## config.mk

```make
export PLATFORM = sky130hd
export DESIGN_NAME = tdm8_transmitter
export DESIGN_NICKNAME = d
export VERILOG_FILES = /design/src/rtl/tdm8_transmitter.sv
export SDC_FILE = /design/constraint.sdc
export NUM_CORES = 1
export LEC_CHECK = 0
export CELL_PAD_IN_SITES_DETAIL_PLACEMENT = 1
export CELL_PAD_IN_SITES_GLOBAL_PLACEMENT = 1
export CORE_MARGIN = 4
export CORE_UTILIZATION = 40
export CTS_CLUSTER_DIAMETER = 80
export DETAILED_ROUTE_END_ITERATION = 7
export GPL_TIMING_DRIVEN = 1
export MAX_ROUTING_LAYER = met4
export PLACE_DENSITY_LB_ADDON = 0.1
export SLEW_MARGIN = 40
export SYNTH_ARGS = -nofsm -noshare
export SYNTH_HDL_FRONTEND = slang
export SYNTH_SLANG_ARGS = --single-unit
```

## constraint.sdc

```tcl
create_clock -name clk -period 2.5 [get_ports clk]
set_input_delay 0.5 -clock clk [delete_from_list [all_inputs] [get_ports clk]]
set_output_delay 0.5 -clock clk [all_outputs]
set_load 0.02 [all_outputs]
```

## src/rtl/tdm8_transmitter.sv

```systemverilog
// tdm8_transmitter: serialises an accepted 8-bit word over 8 TDM slots with a registered slot select.
module tdm8_transmitter #(
    parameter int unsigned SLOT_CYCLES = 4
) (
    input  logic       clk,
    input  logic       rst,
    input  logic [7:0] iData,
    input  logic       iValid,
    output logic       oReady,
    output logic       A,
    output logic       B,
    output logic       C,
    output logic       oLine,
    output logic       oFrame,
    output logic       oBusy,
    output logic       oDone
);
    typedef enum logic [1:0] {IDLE, SEND, DONE} state_t;

    localparam logic [7:0] HOLD_LAST = 8'(SLOT_CYCLES - 1);

    state_t     state_q, state_d;
    logic [7:0] shadow_q, shadow_d;
    logic [2:0] slot_q, slot_d;
    logic [7:0] hold_q, hold_d;
    logic       ready_q, ready_d;
    logic [2:0] sel_q, sel_d;
    logic       line_q, line_d;
    logic       frame_q, frame_d;
    logic       busy_q, busy_d;
    logic       done_q, done_d;

    always_ff @(posedge clk) begin
        if (rst) begin
            state_q  <= IDLE;
            shadow_q <= '0;
            slot_q   <= '0;
            hold_q   <= '0;
            ready_q  <= 1'b1;
            sel_q    <= '0;
            line_q   <= 1'b0;
            frame_q  <= 1'b0;
            busy_q   <= 1'b0;
            done_q   <= 1'b0;
        end else begin
            state_q  <= state_d;
            shadow_q <= shadow_d;
            slot_q   <= slot_d;
            hold_q   <= hold_d;
            ready_q  <= ready_d;
            sel_q    <= sel_d;
            line_q   <= line_d;
            frame_q  <= frame_d;
            busy_q   <= busy_d;
            done_q   <= done_d;
        end
    end

    always_comb begin
        state_d  = state_q;
        shadow_d = shadow_q;
        slot_d   = slot_q;
        hold_d   = hold_q;
        case (state_q)
            IDLE: if (iValid && ready_q) begin
                state_d  = SEND;
                shadow_d = iData;
                slot_d   = '0;
                hold_d   = '0;
            end
            SEND: if (hold_q == HOLD_LAST) begin
                hold_d  = '0;
                state_d = slot_q == 3'd7 ? DONE : SEND;
                slot_d  = slot_q == 3'd7 ? slot_q : slot_q + 3'd1;
            end else begin
                hold_d = hold_q + 8'd1;
            end
            default: state_d = IDLE;
        endcase
    end

    // Outputs are decoded from next-state values so select and line register together on one edge.
    always_comb begin
        ready_d = state_d == IDLE;
        busy_d  = state_d == SEND;
        done_d  = state_d == DONE;
        sel_d   = busy_d ? slot_d : 3'd0;
        line_d  = busy_d && shadow_d[slot_d];
        frame_d = busy_d && slot_d == 3'd0 && hold_d == 8'd0;
    end

    assign oReady = ready_q;
    assign A      = sel_q[2];
    assign B      = sel_q[1];
    assign C      = sel_q[0];
    assign oLine  = line_q;
    assign oFrame = frame_q;
    assign oBusy  = busy_q;
    assign oDone  = done_q;
endmodule
```

; After elaboration in Yosys (flattened, before gate mapping)
; Cells that the tools add are included.
[op_classes]
order_cmp = 1
n_eq_ne = 5
addsub = 2
n_bitwise = 1
n_reduce_logical = 9
muxes = 15
[op_table]
columns = cell, n
row1 = two-way mux 8 bit, 4
row2 = case mux 8 bit (2 select lines), 1
row3 = two-way mux 3 bit, 3
row4 = "adder 8 x 1 -> 8 bit, second input constant", 1
row5 = "equality test 8 x 2 -> 1 bit, second input constant", 1
row6 = zero test 8 bit, 1
row7 = two-way mux 2 bit, 3
row8 = case mux 3 bit (2 select lines), 1
row9 = "equality test 2 x 1 -> 1 bit, second input constant", 2
row10 = logical AND 1 bit, 4
row11 = zero test 2 bit, 2
row12 = "< comparator 3 x 4 -> 1 bit, second input constant", 1
row13 = case mux 2 bit (2 select lines), 1
row14 = "adder 3 x 1 -> 3 bit, second input constant", 1
row15 = binary-select mux 1 bit (select 3 bit), 1
row16 = "equality test 3 bit, second input constant", 1
row17 = zero test 3 bit, 1
row18 = "equality test 2 bit, second input constant", 1
row19 = OR reduction 2 bit, 1
row20 = two-way mux 1 bit, 1
row21 = inverter 1 bit, 1
[word_totals]
register_bits = 29
elab_cells = 43

; Longest topological paths before layout
[depth]
ltp_word = 7
depth_mapped = 8

; Worst setup path before layout
; Ideal clock, no wire load.
[synth_timing]
path_kind = register -> register
start = register hold_q[0]
end = register line_q (netlist: oLine)
stages_incl_launch_ff = 8
setup_ns = 0.119
path_slack_ns = 0.437
arrival_time_ns = 1.944
t_required_ns = 2.381
n_path_buf = 0
path_cell_list = dfxtp_1 > ha_1 > nor3b_2 > nand4_4 > xor2_2 > mux2_4 > o21a_1 > o2bb2ai_1
[synth_via]
elab_chain_cells = 6
[synth_lines]
columns = element, line
row1 = from (decl), 25  ; logic [7:0] hold_q, hold_d;
row2 = from (signal assigned), 49  ; hold_q <= hold_d;
row3 = equality test 8 x 2 -> 1 bit *, 71  ; SEND: if (hold_q == HOLD_LAST) begin
row4 = two-way mux 3 bit, 71
row5 = case mux 3 bit (2 select lines), 64  ; case (state_q)
row6 = binary-select mux 1 bit (select 3 bit), 88  ; line_d = busy_d && shadow_d[slot_d];
row7 = two-way mux 1 bit (not written as such), 88
row8 = logical AND 1 bit *, 88
row9 = to (signal assigned), 52  ; line_q <= line_d;
row10 = to (decl), 28  ; logic line_q, line_d;
; Every way passes the cells marked *; elsewhere a longest branch is shown, timed or not. The select of a mux whose other input is x is not followed.
; A chain may end at the register's enable or synchronous reset.

; Worst setup path after layout
[layout_timing]
start = register hold_q[1]
end = register line_q (netlist: oLine)
; Same word-level chain as after synthesis.

==> results_dict.tcl <==
set metrics [dict create \
    status "completed" \
    netlist_area_um2 1379 \
    worst_pin_slew_ns 0.3495 \
    clkLatencyLatePin_ns 0.32 \
    tns_ns 0 \
    hp-class "flop to flop" \
    path_clk_slew_ns 0.09 \
    ys_seq_area_frac 0.4211 \
    cp_max_fo 6 \
    grt_pass1_wl_mm 6.203 \
    avgSynthCellArea_um2 8.407 \
    critPathLaunchType "flop" \
    required_ns 2.71 \
    ios 19 \
    reg2reg_from "hold_q[1]" \
    gp_congestion 0.8837 \
    grt_pass1_vias 1330 \
    worst_hold_path.endpoint "shadow_q[0]" \
    dp_slack_ns 0.1454 \
    die_x_um 66.71 \
    p_total_w 0.0009130 \
    synth_seq_cells 29 \
    core_um2 3337 \
    cts_root_buf "clkbuf_4" \
    period_minus_slack_ns 2.249 \
    antenna_found_initial 0 \
    synth_ff_type "dfxtp_1" \
    holdBufCountCts 0 \
    p_per_area_nw_per_um2 540.1 \
    dieArea_um2 4450 \
    die_h_um 66.71 \
    numCtsBuffers 5 \
    avgRoutedWirePerCell_um 15.35 \
    drt_iter0_markers 72 \
    rsz0062_at_grt "no" \
    drv_slew 0 \
    synth_nets 177 \
    synthTopCellsByCount "dfxtp_1, nand2_1, nor2_1, a21oi_1, o21ai_0" \
    cp-end-kind "flop" \
    synth_cell_types 46 \
    nNetsFinal 201 \
    r2r_slack_ns 0.25 \
    fmax_ghz 0.4447 \
    track_usage 0.1912 \
    critPathLaunch "hold_q[1]" \
    cp.arrival_ns 2.46 \
    route.detailed.drc 0 \
    yosys.area.top_type "dfxtp_1" \
    cts.sinks 29 \
    relSlewSlack 0.7652 \
    cts_tree "done" \
    path_class "flop to flop" \
    whs_path_depth 2 \
    cts_htree_levels 2 \
    ys_warn_count 0 \
    start_util 0.4132 \
    ir_worst_vdd_mv 0.2864 \
    final_hold_viol_count 0 \
    synth_most_common_cell "dfxtp_1" \
    num_antenna_cells 0 \
    ys_async_sr_fraction 0 \
    post-synth-top-area-fraction 0.4211 \
    yosys-top-cells-area "dfxtp_1, nand2_1, a21oi_1" \
    max_cap_viol_count 0 \
    grt_max_degree 22 \
    vias 1319 \
    nFillCells 428 \
    worst_r2r_endpoint "oLine" \
    vias_per_cell 5.637 \
    fin_skew_ns 0.003393 \
    grt_overflow 0 \
    hold_start "shadow_q[0]" \
    layout_setup_ws_ns 0.2512 \
    cts.path.max_buffers 2 \
    std_cell_rows 21 \
    cts_resized 0 \
    dr.pass1.iters 4 \
    finalSetupViolations 0 \
    wirelength_mm 3.592 \
    ff2ff_path_depth 7 \
    antenna_left 0 \
    postCtsSetupRepairBufs 0 \
    synth_edf_count 0 \
    dp_hpwl_mm 2.771 \
    syn_inst 164 \
    leakage_nw 0.6370 \
    layout-drive-gt1-share 0.1277 \
    port_buffers 18 \
    period_share 0.8995 \
    area_delta_synth_final_pct 22.60 \
]
## logic make-up after synthesis
logic type,Yosys count,share of synthesized area
AOI/OAI and AO/OA,41,0.1897
xor gates and xnor gates,1,0.01180
adders and majority gates,2,0.01815
buffers and inverters,9,0.02631
DFF,29,0.4211
muxes,4,0.03357
and+or+nand+nor,78,0.2995
## final cells by class
type | count | area, µm² | area share
Multi-Input combinational cell | 126 | 768.2 | 0.4545
Sequential cell | 29 | 580.6 | 0.3434
Timing Repair Buffer | 23 | 217.7 | 0.1288
Tap cell | 46 | 57.56 | 0.03405
Clock buffer | 7 | 55.05 | 0.03257
Inverter | 3 | 11.26 | 0.006662
## how the worst max path moves through the flow
stage                     endpoint
final                        oLine
after global placement      oFrame
after global routing         oLine
after detailed placement     oLine
after floorplan              oLine
after CTS                    oLine
## stage by stage
| stage | hold WS [ns] | instances | instance area, µm² | utilization |
|---|---|---|---|---|
| floorplan | 0.4322 | 164 | 1379 | - |
| global placement | 0.4419 | 227 | 1629 | 0.4882 |
| detailed placement | 0.4476 | 227 | 1629 | 0.4882 |
| CTS | 0.4612 | 234 | 1684 | 0.5047 |
| global route | 0.4794 | 234 | 1690 | 0.5066 |
| finish | 0.4586 | 234 | 1690 | 0.5066 |
## power breakdown
part	internal (W)	switching (W)	leakage [nW]	total, W
Sequential	0.000478	0.0000102	0.236	0.000489
Combinational	0.0000604	0.0000749	0.370	0.000135
Clock	0.000133	0.000157	0.0314	0.000289
## cells in the final DEF (no fill, tap or decap), drive strengths merged, types with 3 or more instances in the layout
| cell | n |
|---|---|
| dfxtp | 29 |
| nand2 | 25 |
| nor2 | 19 |
| clkdlybuf4s50 | 18 |
| a21oi | 16 |
| o21ai | 9 |
| clkbuf | 7 |
| nor3 | 6 |
| nor4 | 6 |
| nand3 | 5 |
| buf | 5 |
| inv | 3 |
| a31oi | 3 |
| and2 | 3 |
## worst max-delay path: stages, from the launching register on
cell,delay (ns)
dfxtp_1,0.40
ha_1,0.28
nor3b_4,0.31
nand4_4,0.20
xor2_2,0.32
mux2_2,0.38
o21ai_0,0.15
o2bb2ai_1,0.09
## layer usage
| metal | share of wire | GRT usage |
|---|---|---|
| met5 | 0 | - |
| met4 | 0.026 | 0.07614 |
| met3 | 0.038 | 0.04216 |
| met2 | 0.50 | 0.3255 |
| met1 | 0.43 | 0.2171 |
## sequential cells by signal, summed over array words and instances (netlist names)
| register | cells |
|---|---|
| sel_q | 3 |
| state_q | 2 |
| hold_q | 8 |
| oDone | 1 |
| oBusy | 1 |
| oReady | 1 |
| oLine | 1 |
| shadow_q | 8 |
| slot_q | 3 |
| oFrame | 1 |
(Power assumes the default switching activity.)
